$ cat config.mk
export PLATFORM = sky130hd
export DESIGN_NAME = demux_sched_flat
export DESIGN_NICKNAME = d
export VERILOG_FILES = /design/src/rtl/demux_pkg.sv /design/src/rtl/demux_sched_if.sv /design/src/rtl/demux_core.sv /design/src/rtl/demux_sched.sv /design/src/flat_wrapper.sv
export SDC_FILE = /design/constraint.sdc
export NUM_CORES = 1
export LEC_CHECK = 0
export ABC_CLOCK_PERIOD_IN_PS = 2600
export CAP_MARGIN = 20
export CORE_MARGIN = 2
export CORE_UTILIZATION = 45
export DETAILED_ROUTE_END_ITERATION = 8
export PLACE_DENSITY = 0.77
export SETUP_SLACK_MARGIN = 0.02
export SLEW_MARGIN = 20
export SYNTH_ARGS = -nofsm -noshare
export SYNTH_HDL_FRONTEND = slang
export SYNTH_SLANG_ARGS = --single-unit
$ cat constraint.sdc
create_clock -name clk -period 2.6 [get_ports clk]
set_input_delay 0.52 -clock clk [delete_from_list [all_inputs] [get_ports clk]]
set_output_delay 0.52 -clock clk [all_outputs]
set_load 0.02 [all_outputs]
$ cat src/rtl/demux_pkg.sv
// demux_pkg: shared definitions for the demux_sched slice.
// Contents: scheduler state encoding and default lane geometry.
package demux_pkg;

    typedef enum logic {
        ST_IDLE = 1'b0,
        ST_SEND = 1'b1
    } state_t;

    localparam int DEF_NUM_OUT = 8;
    localparam int DEF_SEL_W   = 3;

endpackage

$ cat src/rtl/demux_sched_if.sv
// demux_sched_if: producer-side handshake plus lane-side demux bus.
//   in_valid / in_data / in_ready : single-lane producer handshake
//   lane_ready                    : per-lane ready from consumers
//   sel / lane_data / lane_valid  : demux select, lane payloads, one-hot valid
// modport slave  : the scheduler view
// modport master : the surrounding environment (producer + consumers)
interface demux_sched_if #(
    parameter int NUM_OUT = demux_pkg::DEF_NUM_OUT,
    parameter int SEL_W   = demux_pkg::DEF_SEL_W,
    parameter int DATA_W  = 1
);
    logic                      in_valid;
    logic [DATA_W-1:0]         in_data;
    logic                      in_ready;
    logic [NUM_OUT-1:0]        lane_ready;
    logic [SEL_W-1:0]          sel;
    logic [NUM_OUT*DATA_W-1:0] lane_data;
    logic [NUM_OUT-1:0]        lane_valid;

    modport slave (
        input  in_valid, in_data, lane_ready,
        output in_ready, sel, lane_data, lane_valid
    );

    modport master (
        output in_valid, in_data, lane_ready,
        input  in_ready, sel, lane_data, lane_valid
    );
endinterface

$ cat src/rtl/demux_core.sv
// demux_core: combinational 1-to-NUM_OUT demultiplexer.
//   in  : DATA_W word
//   sel : lane index
//   out : NUM_OUT*DATA_W, lane sel carries in, every other lane is 0
module demux_core #(
    parameter int NUM_OUT = 8,
    parameter int SEL_W   = 3,
    parameter int DATA_W  = 1
) (
    input  logic [DATA_W-1:0]         in,
    input  logic [SEL_W-1:0]          sel,
    output logic [NUM_OUT*DATA_W-1:0] out
);
    always_comb begin
        out = '0;
        for (int i = 0; i < NUM_OUT; i++) begin
            if (sel == SEL_W'(i)) out[i*DATA_W +: DATA_W] = in;
        end
    end
endmodule

$ cat src/rtl/demux_sched.sv
// demux_sched: round-robin dispatcher of one input stream onto NUM_OUT lanes.
// Ports:
//   clk, rst  : clock, synchronous active-high reset
//   bus       : demux_sched_if.slave (producer handshake + lane bus)
//   busy      : high while a word is held on a lane
//   xfer_cnt  : completed transfers, wraps at 2^CNT_W
//   lane_mask : grantable lanes (only with DEMUX_SCHED_MASK_EN defined)
// Optional feature macro: DEMUX_SCHED_MASK_EN
//
// state   | meaning
// --------+-------------------------------------------
// ST_IDLE | waiting for a word from the producer
// ST_SEND | holding a word on lane sel until it is taken
module demux_sched
    import demux_pkg::*;
#(
    parameter int NUM_OUT = DEF_NUM_OUT,
    parameter int SEL_W   = DEF_SEL_W,
    parameter int DATA_W  = 1,
    parameter int CNT_W   = 16
) (
    input  logic             clk,
    input  logic             rst,
    demux_sched_if.slave     bus,
    output logic             busy,
    output logic [CNT_W-1:0] xfer_cnt
`ifdef DEMUX_SCHED_MASK_EN
    ,
    input  logic [NUM_OUT-1:0] lane_mask
`endif
);
    state_t              state, state_nxt;
    logic [NUM_OUT-1:0]  elig;
    logic [SEL_W-1:0]    rr_ptr;
    logic [SEL_W-1:0]    sel_q;
    logic [SEL_W-1:0]    grant;
    logic [DATA_W-1:0]   hold_data;
    logic [DATA_W-1:0]   demux_in;
    logic                accept;
    logic                complete;

`ifdef DEMUX_SCHED_MASK_EN
    assign elig = bus.lane_ready & lane_mask;
`else
    assign elig = bus.lane_ready;
`endif

    // Scan from the farthest offset back toward rr_ptr so the nearest
    // eligible lane (smallest offset) is the last to win. SEL_W-bit
    // addition wraps modulo NUM_OUT because NUM_OUT is a power of two.
    always_comb begin
        grant = '0;
        for (int i = NUM_OUT - 1; i >= 0; i--) begin
            if (elig[rr_ptr + SEL_W'(i)]) grant = rr_ptr + SEL_W'(i);
        end
    end

    assign bus.in_ready = (state == ST_IDLE) && (|elig) && !rst;

    always_comb begin
        state_nxt = state;
        accept    = 1'b0;
        complete  = 1'b0;
        case (state)
            ST_IDLE: begin
                if (bus.in_valid && bus.in_ready) begin
                    accept    = 1'b1;
                    state_nxt = ST_SEND;
                end
            end
            ST_SEND: begin
                // mask is deliberately not re-checked once a lane is granted
                if (bus.lane_ready[sel_q]) begin
                    complete  = 1'b1;
                    state_nxt = ST_IDLE;
                end
            end
            default: state_nxt = ST_IDLE;
        endcase
    end

    always_ff @(posedge clk) begin
        if (rst) state <= ST_IDLE;
        else     state <= state_nxt;
    end

    always_ff @(posedge clk) begin
        if (rst) begin
            sel_q     <= '0;
            hold_data <= '0;
            rr_ptr    <= '0;
            xfer_cnt  <= '0;
        end else begin
            if (accept) begin
                sel_q     <= grant;
                hold_data <= bus.in_data;
            end
            if (complete) begin
                rr_ptr   <= sel_q + SEL_W'(1);
                xfer_cnt <= xfer_cnt + CNT_W'(1);
            end
        end
    end

    assign busy           = (state == ST_SEND);
    assign bus.sel        = sel_q;
    assign bus.lane_valid = busy ? (NUM_OUT'(1) << sel_q) : '0;
    // lanes stay quiet outside SEND even though sel/hold_data keep their values
    assign demux_in       = busy ? hold_data : '0;

    demux_core #(
        .NUM_OUT (NUM_OUT),
        .SEL_W   (SEL_W),
        .DATA_W  (DATA_W)
    ) u_demux_core (
        .in  (demux_in),
        .sel (sel_q),
        .out (bus.lane_data)
    );
endmodule

$ cat src/flat_wrapper.sv
// flat-port wrapper written by rule: the top's interface ports become plain ports
module demux_sched_flat import demux_pkg::*;
#(
    parameter int NUM_OUT = DEF_NUM_OUT,
    parameter int SEL_W   = DEF_SEL_W,
    parameter int DATA_W  = 1,
    parameter int CNT_W   = 16
)
  (clk, rst, busy, xfer_cnt, bus_in_valid, bus_in_data, bus_lane_ready, bus_in_ready, bus_sel, bus_lane_data, bus_lane_valid);
  demux_sched_if #(.NUM_OUT(NUM_OUT), .SEL_W(SEL_W), .DATA_W(DATA_W)) bus_i ();
  input  logic clk;
  input  logic rst;
  output logic busy;
  output logic [CNT_W-1:0] xfer_cnt;
  input wire logic [$bits(bus_i.in_valid)-1:0] bus_in_valid;
  input wire logic [$bits(bus_i.in_data)-1:0] bus_in_data;
  input wire logic [$bits(bus_i.lane_ready)-1:0] bus_lane_ready;
  output wire logic [$bits(bus_i.in_ready)-1:0] bus_in_ready;
  output wire logic [$bits(bus_i.sel)-1:0] bus_sel;
  output wire logic [$bits(bus_i.lane_data)-1:0] bus_lane_data;
  output wire logic [$bits(bus_i.lane_valid)-1:0] bus_lane_valid;
  assign bus_i.in_valid = bus_in_valid;
  assign bus_i.in_data = bus_in_data;
  assign bus_i.lane_ready = bus_lane_ready;
  assign bus_in_ready = bus_i.in_ready;
  assign bus_sel = bus_i.sel;
  assign bus_lane_data = bus_i.lane_data;
  assign bus_lane_valid = bus_i.lane_valid;
  demux_sched #(.NUM_OUT(NUM_OUT), .SEL_W(SEL_W), .DATA_W(DATA_W), .CNT_W(CNT_W)) u_core (.clk(clk), .rst(rst), .bus(bus_i), .busy(busy), .xfer_cnt(xfer_cnt));
endmodule
==> flow_summary.ini <==
[cts]
ctsHoldBuffers = 0
clock_latency_ps = 270
path_clk_slew_ps = 90
clockBufferDepth = 2
cts_made_buffers = 3
cts_tree = yes
htreeDepth = 1
cts_root_buf = clkbuf_8
clock-sinks = 24

[critical_path]
critPathBufInv = 3
slowest_stage = clkdlybuf4s50_1
worstPathRequired_ps = 2080
path_class = in -> out
cp_max_fo = 5
cp-start-kind = input port
crit_arrival_ps = 1920
cp_top_family = buffers and inverters
crit_chain = clkdlybuf4s50_1 -> nor4_2 -> a211oi_1 -> buf_4 -> dlygate4sd2_1
critPathMaxStageDelay_ps = 480
endpoint_kind = primary output

[cells_and_area]
nets = 327
fill_cells = 357
antenna_cells = 0
stdcell_area_mm2 = 0.00273
layout_commonest_cell = clkdlybuf4s50_1
layout_common_cells = clkdlybuf4s50_1 (47), buf_4 (30), nor2_1 (25)
area_delta_synth_final_pct = 40.7
layout-drive-gt1-share_pct = 16.4

[sta]
post-route-period-util_pct = 93.7
fmax_mhz = 410
max_slew.worst_pin.slew_ps = 499
drv_slew = 0
rsz0062_at_grt = false
fin_skew_ps = 2.11
final_hold_viol_count = 0
post-route-min-period_ps = 2440
maxSlewHeadroom_pct = 66.7
setup_ws_ps = 164
setup_viol = 0

[synthesis]
yosysWarnings = 0
synth.avg_cell_area_um2 = 8.30
synth-seq-area-share_pct = 24.7
synth_edf_count = 0
synth_ff_type = dfxtp_1
synthArstFlopShare_pct = 0
synth_cell_types = 39
syn_inst = 234
synth_area_mm2 = 0.00194
synth_seq_cells = 24
synth_nets = 255

[global_routing]
grt_pass1_vias = 1932
grt_max_degree = 24
grtUsageTotal_pct = 22.9
grt_remaining_overflow = 0
antenna_found_initial = 0
grt_pass1_wl_mm = 9.15

[drt]
vias_per_cell = 5.70
dr.first_iter.drc_count = 137
drtAntennaViolNets = 0
vias = 2025
wl_per_cell_um = 14.7
dr.pass1.iters = 6
drc = 0
wl_mm = 5.23

[floorplan]
io_pins = 49
start_util_pct = 47.5
die_w_um = 69.7
num_rows = 23
die-area_mm2 = 0.00486
die_h_um = 69.7
core-area_mm2 = 0.00409

[run]
max-cap-violations = 0

[place]
port_buffers = 48
post-place-ws_ps = -135
dpl_cell_area_mm2 = 0.00266
finalWeightedCongestion = 0.963
dp_hpwl_mm = 4.09

[power_and_ir_drop]
ir_drop_mv = 0.363
powerDensity_mw_per_mm2 = 374
p_leak_nw = 1.03

[status]
outcome = finished, final reports clean

[worst_hold_path]
hp-class = reg -> reg
[worst min-delay path, cell delays in order, from the launching register on]
cell and delay (ps):
dfxtp_1 340, o21ai_0 70, a21oi_1 60
[metal layers]
layer / vias up / track usage (%) / part of all wire (%)
met5: - / 0 / 0
met4: 0 / 3.85 / 0.71
met3: 4 / 3.92 / 6.3
met2: 61 / 37.2 / 46
met1: 962 / 32.5 / 47
li1: 998 / - / -
[layout make-up]
class                   count  area, µm²  area share [%]
multi-input cells         184       1360            49.7
repair buffers             78        704            25.8
flip-flops and latches     24        480            17.6
well taps                  50       62.6            2.29
inverters                  15       56.3            2.06
clock buffers               3       41.3            1.51
clock inverters             1       30.0            1.10
[Yosys cell counts, types with 2 or more instances]
| cell type | instances | area share (%) |
|---|---|---|
| a211oi_1 | 3 | 1.2 |
| a21oi_1 | 22 | 5.7 |
| a31oi_1 | 4 | 1.3 |
| and2_1 | 3 | 0.97 |
| and3_1 | 5 | 1.6 |
| and4_1 | 2 | 0.90 |
| buf_1 | 2 | 0.39 |
| buf_2 | 2 | 0.52 |
| clkbuf_1 | 6 | 1.2 |
| dfxtp_1 | 24 | 25 |
| ha_1 | 9 | 5.8 |
| inv_1 | 14 | 2.7 |
| mux2_2 | 3 | 1.7 |
| mux2i_1 | 9 | 4.6 |
| mux4_1 | 3 | 4.1 |
| mux4_2 | 9 | 10 |
| nand2_1 | 21 | 4.1 |
| nand3_1 | 8 | 2.1 |
| nand4_1 | 3 | 0.97 |
| nand4b_1 | 2 | 0.90 |
| nor2_1 | 25 | 4.8 |
| nor2b_1 | 2 | 0.64 |
| nor3_1 | 6 | 1.5 |
| nor4_1 | 3 | 0.97 |
| o21ai_0 | 10 | 2.6 |
| o21ai_1 | 3 | 0.77 |
| or3_1 | 11 | 3.5 |
| xnor2_1 | 6 | 2.7 |
| xor2_1 | 4 | 1.8 |
[logic make-up after synthesis]
| group | Yosys count | synth area share, % |
|---|---|---|
| and+or+nand+nor | 91 | 23.0 |
| adders and majority gates | 9 | 5.80 |
| AOI/OAI and AO/OA | 49 | 14.8 |
| xor gates and xnor gates | 10 | 4.51 |
| buffers and inverters | 26 | 5.54 |
| DFF | 24 | 24.7 |
| muxes | 25 | 21.6 |
[worst paths after layout]
kind                                            end  slack [ps]                 from  depth (start not counted)
worst max-delay path                   bus_in_ready         160    bus_lane_ready[3]                          5
worst min-delay path            u_core.xfer_cnt[14]         510  u_core.xfer_cnt[14]                          2
worst max register to register    u_core.bus.sel[1]         240     u_core.rr_ptr[1]                          8
worst min register to register  u_core.xfer_cnt[14]         510  u_core.xfer_cnt[14]                          2
[state kept, by name, summed over array words and instances, names as in the netlist]
signal,cells
u_core.rr_ptr,3
u_core.hold_data,1
u_core.busy,1
u_core.xfer_cnt,16
u_core.bus.sel,3
[power breakdown]
part           leakage (nW)  internal [W]  switching [W]  total, W
Sequential            0.194      0.000376      0.0000122  0.000388
Combinational         0.801      0.000147       0.000153  0.000300
Clock                0.0357      0.000206       0.000126  0.000332
[through the flow]
stage	hold WS, ps	std cells	utilization (%)	TNS (ps)	total power (W)
floorplan	515	234	-	0	0.000571
global placement	486	351	65.0	-65.2	0.000688
detailed placement	497	351	65.0	-310	0.000693
CTS	512	355	66.8	0	0.00103
global route	532	355	66.8	0	0.00107
finish	506	355	66.8	0	0.00102
[timing repair]
action	in CTS	in global routing
buffers inserted	0	0
endpoints found under the hold margin	0	0
endpoints found under the setup margin	1	0
gates resized for setup	2	0
No activity file was read; power rests on OpenSTA's default activity.
